$ cat config.mk
export PLATFORM = sky130hd
export DESIGN_NAME = nand_vector_sequencer
export DESIGN_NICKNAME = d
export VERILOG_FILES = /design/src/rtl/nand_vector_sequencer.sv
export SDC_FILE = /design/constraint.sdc
export NUM_CORES = 1
export LEC_CHECK = 0
export CELL_PAD_IN_SITES_DETAIL_PLACEMENT = 1
export CELL_PAD_IN_SITES_GLOBAL_PLACEMENT = 1
export CORE_MARGIN = 2
export CORE_UTILIZATION = 52
export CTS_BUF_LIST = sky130_fd_sc_hd__clkbuf_8
export DETAILED_ROUTE_END_ITERATION = 8
export DONT_BUFFER_PORTS = 1
export PLACE_DENSITY_LB_ADDON = 0.3
export SLEW_MARGIN = 5
export SYNTH_ARGS = -nofsm -noshare
export SYNTH_HDL_FRONTEND = slang
export SYNTH_SLANG_ARGS = --single-unit
export TNS_END_PERCENT = 1
$ cat constraint.sdc
create_clock -name clk -period 3.44 [get_ports clk]
set_clock_uncertainty 0.1 [all_clocks]
set_input_delay 0.688 -clock clk [delete_from_list [all_inputs] [get_ports clk]]
set_output_delay 0.688 -clock clk [all_outputs]
set_load 0.03 [all_outputs]
$ cat src/rtl/nand_vector_sequencer.sv
// nand_vector_sequencer
//   Clocked stimulus-and-check stage for a 4-input NAND gate block. A sweep
//   drives {d,c,b,a} through vectors 0..15, holding each for DWELL cycles.
//   On the last dwell cycle of each vector it samples the gate response,
//   compares resp_in[0] with the expected NAND, and folds all response bits
//   into an 8-bit MISR.
//
// Ports
//   clk              system clock, rising edge
//   rst              synchronous active-high reset
//   start            single-cycle sweep request (accepted in IDLE or DONE)
//   a, b, c, d       applied vector, a = bit 0 (fastest), d = bit 3
//   resp_in          gate response, resp_in[0] = NAND(a,b,c,d)
//   busy             sweep running
//   done             sweep finished, held until next accepted start or reset
//   err_cnt          number of mismatching vectors (0..16)
//   first_err_valid  a mismatch has been seen in this sweep
//   first_err_vec    {d,c,b,a} of the first mismatch
//   signature        MISR over sampled responses (poly 8'h1D)

module nand_vector_sequencer #(
    parameter int unsigned DWELL  = 50,
    parameter int unsigned RESP_W = 3
) (
    input  logic              clk,
    input  logic              rst,
    input  logic              start,
    output logic              a,
    output logic              b,
    output logic              c,
    output logic              d,
    input  logic [RESP_W-1:0] resp_in,
    output logic              busy,
    output logic              done,
    output logic [4:0]        err_cnt,
    output logic              first_err_valid,
    output logic [3:0]        first_err_vec,
    output logic [7:0]        signature
);

    typedef enum logic [1:0] {StIdle, StRun, StDone} state_e;

    localparam logic [7:0] DwellLast = 8'(DWELL - 1);

    state_e     state_q, state_d;
    logic [3:0] vec_q, vec_d;
    logic [7:0] dwell_q, dwell_d;
    logic [4:0] err_q, err_d;
    logic       fev_valid_q, fev_valid_d;
    logic [3:0] fev_q, fev_d;
    logic [7:0] sig_q, sig_d;
    logic [7:0] resp_ext;
    logic       mismatch;

    always_comb begin
        resp_ext = '0;
        resp_ext[RESP_W-1:0] = resp_in;
    end

    assign mismatch = (resp_in[0] != ~(&vec_q));

    always_comb begin
        state_d     = state_q;
        vec_d       = vec_q;
        dwell_d     = dwell_q;
        err_d       = err_q;
        fev_valid_d = fev_valid_q;
        fev_d       = fev_q;
        sig_d       = sig_q;
        unique case (state_q)
            StIdle, StDone: begin
                if (start) begin
                    state_d     = StRun;
                    vec_d       = '0;
                    dwell_d     = '0;
                    err_d       = '0;
                    fev_valid_d = 1'b0;
                    fev_d       = '0;
                    sig_d       = '0;
                end
            end
            StRun: begin
                if (dwell_q == DwellLast) begin
                    // Sample point: gate output has settled for the whole dwell.
                    if (mismatch) begin
                        err_d = err_q + 5'd1;
                        if (!fev_valid_q) begin
                            fev_valid_d = 1'b1;
                            fev_d       = vec_q;
                        end
                    end
                    sig_d   = {sig_q[6:0], 1'b0} ^ (sig_q[7] ? 8'h1D : 8'h00) ^ resp_ext;
                    dwell_d = '0;
                    if (vec_q == 4'hF) begin
                        state_d = StDone;
                        vec_d   = '0;
                    end else begin
                        vec_d = vec_q + 4'd1;
                    end
                end else begin
                    dwell_d = dwell_q + 8'd1;
                end
            end
            default: state_d = StIdle;
        endcase
    end

    always_ff @(posedge clk) begin
        if (rst) begin
            state_q     <= StIdle;
            vec_q       <= '0;
            dwell_q     <= '0;
            err_q       <= '0;
            fev_valid_q <= 1'b0;
            fev_q       <= '0;
            sig_q       <= '0;
        end else begin
            state_q     <= state_d;
            vec_q       <= vec_d;
            dwell_q     <= dwell_d;
            err_q       <= err_d;
            fev_valid_q <= fev_valid_d;
            fev_q       <= fev_d;
            sig_q       <= sig_d;
        end
    end

    // Vector lines are only driven while a sweep runs; IDLE and DONE show 0.
    always_comb begin
        {d, c, b, a} = (state_q == StRun) ? vec_q : 4'h0;
    end

    assign busy            = (state_q == StRun);
    assign done            = (state_q == StDone);
    assign err_cnt         = err_q;
    assign first_err_valid = fev_valid_q;
    assign first_err_vec   = fev_q;
    assign signature       = sig_q;

endmodule

---- After elaboration in Yosys (flattened, before gate mapping) ----
Index checks and enable logic that the tools add are counted.
W data, S select, Z words.
word-level totals
  word-level logic and storage cells ...... 59
  flip-flop bits (word level) ............. 32
  output and inout bits ................... 24
cells by class
  reduce and logical (&&, ||, !) cells .... 9
  eq/ne operators ......................... 10
  add/sub/neg operators ................... 3
  bitwise gates (word level) .............. 3
  mux-type cells .......................... 27
operator list
  operator               count
  $pmux W8 S2            2
  $mux W4                7
  $mux W8                3
  $mux W5                4
  $pmux W4 S2            2
  $pmux W5 S2            1
  $add A8 B1 Y8 const B  1
  $eq A8 B6 Y1 const B   1
  $reduce_and A4 Y1      2
  $xor A8 B3 Y8          1
  $xor A8 B5 Y8          1
  $mux W2                3
  $ne A2 B1 Y1 const B   3
  $reduce_and A3 Y1      2
  $add A5 B1 Y5 const B  1
  $reduce_and A5 Y1      1
  $add A4 B1 Y4 const B  1
  $eq A4 B4 Y1 const B   1
  $ne A2 B2 Y1 const B   2
  $pmux W2 S2            1
  $mux W1                3
  $eq A2 B1 Y1 const B   1
  $eq A2 B2 Y1 const B   1
  $logic_not A2 Y1       1
  6 further kinds        6

---- Longest topological paths before layout ----
  word-level depth ........................ 6
  mapped depth ............................ 7
  depth with buffers taken out ............ 6

---- Worst setup path before layout ----
Ideal clock, no wire load.
  path type ............................... register to output
  from .................................... reg state_q[1]
  to ...................................... out busy
  arrival ................................. 1.279 ns
  slack ................................... 1.373 ns
  path buffers ............................ 2
  stages on the path, launching flop included .. 5
  path through ............................ dfxtp_1 > nand2b_1 > inv_1 > buf_2 > buf_1
on the way
  longest elaborated chain between the ends .. 1
ends and longest elaborated chain
  element                 RTL line  RTL
  start, declared         45        state_e state_q, state_d;
  start signal, assigned  110       state_q <= StIdle;
  start signal, assigned  118       state_q <= state_d;
  $eq A2 B1 Y1            133       assign busy = (state_q == StRun);
  end, declared           33        output logic busy,
No other way between the ends.

---- Final worst setup path ----
  from .................................... reg state_q[1]
  to ...................................... out c
on the way
  longest elaborated chain between the ends .. 2
ends and longest elaborated chain
  element        RTL line  RTL
  $eq A2 B1 Y1   130       {d, c, b, a} = (state_q == StRun) ? vec_q : 4'h0;
  $mux W4        130
  end, declared  30        output logic c,
No other way between the ends.

==> impl_results.md <==
* RSZ-0062 raised after global routing: false
* First-pass GRT wire length at 6560 microns
* Post-synth top area share at 0.403
* Via count at 1366
* Postcts setup bufs at 0
* CTS Buffer Depth at 2
* Gr usage total at 0.252
* Crit end category: output port
* Height of the die at 59.3 microns
* I/O Pins at 30
* Clock Pin Slew Worst Setup and Hold Paths at 60 ps
* Routed Antenna Nets at 0
* HP Class: input pin to flip-flop
* # rows at 20
* Critical path type: flip-flop to output port
* Final WL at 4020 microns
* Post-Place Cells at 209
* Ys Warns at 0
* PortBufs at 0
* Most frequent cells after synthesis: dfxtp_1, nand2_1, nand3_1
* Final std cell area, no fill at 1710 sq um
* Mapped Area at 1590 sq um
* Initial core utilization at 0.534
* Largest net degree at the start of global routing at 34
* Vias per Instance at 6.32
* Peak VDD IR at 0.000258 V
* Initial antenna violation count at 0
* Netlist cell types at 41
* Clock sink total at 32
* Switch Pwr at 0.000187 W
* Core area at 2980 sq um
* Setup TNS at 0 ps
* Hold-fix buffers, CTS at 0
* Ys async rst share at 0
* Cell taking the most area after synthesis: dfxtp_1
* Startpoint Class: flip-flop
* CTS tree: done
* Max-slew violation count at 0
* Worst-margin pin slew at 802 ps
* PwrDens at 446 nW/um^2
* Combinational power share at 0.088
* Area of the multi-input gates at 883 sq um
* Area contributors post-synth: dfxtp_1, nand2_1, nand3_1, a21oi_1, xor2_1
* Status: finished, final reports clean
* Syn Nets at 193
* Max-slew headroom at 0.462
* Syn avg cell area at 8.70 sq um
* Final hold viol count at 0
* GP Congestion at 0.913
* Critical-path maximum fanout at 14
* Reg area at 641 sq um
* Die area at 3520 sq um
* Later-pin clock latency in the skew report at 280 ps
* Clock network fraction of total power at 0.406
* Sw Ratio at 0.246
* Area added between synthesis and finish at 7.23%
* Max Fclk at 0.386 GHz
* Most common cell in the synthesized netlist: dfxtp_1
* Number of diodes at 0
* Number of flops mapped to enable cells by yosys at 0
* H-tree depth at 2
* Max-cap violations at 0
* Mapped Cells at 183
* Tmin final at 2590 ps
* Register area share after synthesis at 0.403
* Wire length per cell at 18.6 microns
* LEAKAGE at 0.651 nW
* Final std cells w/o fill at 216
* Iter 0 DRT Violations at 70
* Fillers at 344
* Clk root buf: clkbuf_8
* PnR Total Power at 0.000762 W
* Die Width at 59.3 microns
* Register share of total power at 0.506
* CTS Buf Count at 5
* Period utilisation layout at 0.753
* Setup violators final at 0
* Int Pwr at 0.000574 W
* # DRC at 0
* Post_cts resized at 0
* DRT Pass-1 Iters at 4
* CP Data Required Time at 2650 ps
* WP data arrival at 1800 ps
* Yosys reg bits at 32
* Post-DP HPWL at 2800 microns
* Layout cell share with drive strength beyond 1 at 0.0765
* Ys flop type: dfxtp_1
* Post-DP Area at 1610 sq um
* GR Overflow Total at 0
* Final #Nets at 193
* Vias in the first global route at 1357
-- worst max-delay path, stage by stage, from the launching register on --
cell	delay [ps]
dfxtp_1	320
nand2b_1	550
inv_1	300
nand2_1	190
inv_1	160
-- layout by cell type, fill, tap and decap left out, types with 5 or more instances in the layout --
cell,count
xor2_1,6
nor2_1,10
clkbuf_8,7
o21ai_0,8
xnor2_1,5
and3_1,5
dfxtp_1,32
a21oi_1,11
nand2_1,17
nand3_1,12
inv_1,8
nor2b_1,7
a31oi_1,7
-- power groups by stage --
stage	clock network (W)	logic, W	registers (W)
after CTS	0.000319	0.0000673	0.000385
after global placement	0	0.0000628	0.000393
after global routing	0.000334	0.0000746	0.000386
after detailed placement	0	0.0000661	0.000393
after floorplan	0	0.0000568	0.000392
final	0.000309	0.0000674	0.000385
-- metal layers --
| layer | up-vias | part of all wire | track usage |
|---|---|---|---|
| met5 | - | 0 | 0 |
| met4 | 0 | 0.013 | 0.0909 |
| met3 | 6 | 0.055 | 0.0873 |
| met2 | 36 | 0.49 | 0.419 |
| met1 | 657 | 0.44 | 0.299 |
| li1 | 667 | - | - |
-- flip-flops by register name, summed over array words and instances (netlist names) --
signal / cells
dwell_q: 8
first_err_valid: 1
signature: 8
state_q: 2
err_cnt: 5
first_err_vec: 4
vec_q: 4
-- final cells by class --
type,instances,area share
Multi-Input combinational cell,134,0.518
Clock buffer,7,0.0565
Inverter,8,0.0176
Tap cell,33,0.0242
Timing Repair Buffer,2,0.00880
Sequential cell,32,0.375
-- final timing paths --
check,cells past startpoint,startpoint,slack (ps),to
max,4,state_q[1]$_SDFFE_PP0P_,850,c
min,1,rst,380,first_err_valid$_SDFFE_PP0P_
max reg2reg,6,state_q[1]$_SDFFE_PP0P_,1010,dwell_q[7]$_SDFFE_PP0P_
min reg2reg,2,vec_q[0]$_SDFFE_PP0P_,430,vec_q[0]$_SDFFE_PP0P_
-- stage by stage --
stage / setup WS (ps) / hold slack, ps / util
after floorplan: 1370 / 359 / -
after global routing: 757 / 363 / 0.573
final: 851 / 380 / 0.573
after CTS: 859 / 361 / 0.573
after global placement: 1260 / 380 / 0.541
after detailed placement: 1100 / 419 / 0.541
-- kinds of logic (layout without fill, tap and decap cells) --
logic type / after synthesis / in the layout / share of synthesized area
and+or+nand+nor: 68 / 68 / 0.233
AOI/OAI and AO/OA: 50 / 50 / 0.224
DFF: 32 / 32 / 0.403
buffers and inverters: 17 / 17 / 0.0424
xor gates and xnor gates: 11 / 11 / 0.0605
adders and majority gates: 4 / 4 / 0.0314
muxes: 1 / 1 / 0.00629
(Power assumes the default switching activity.)
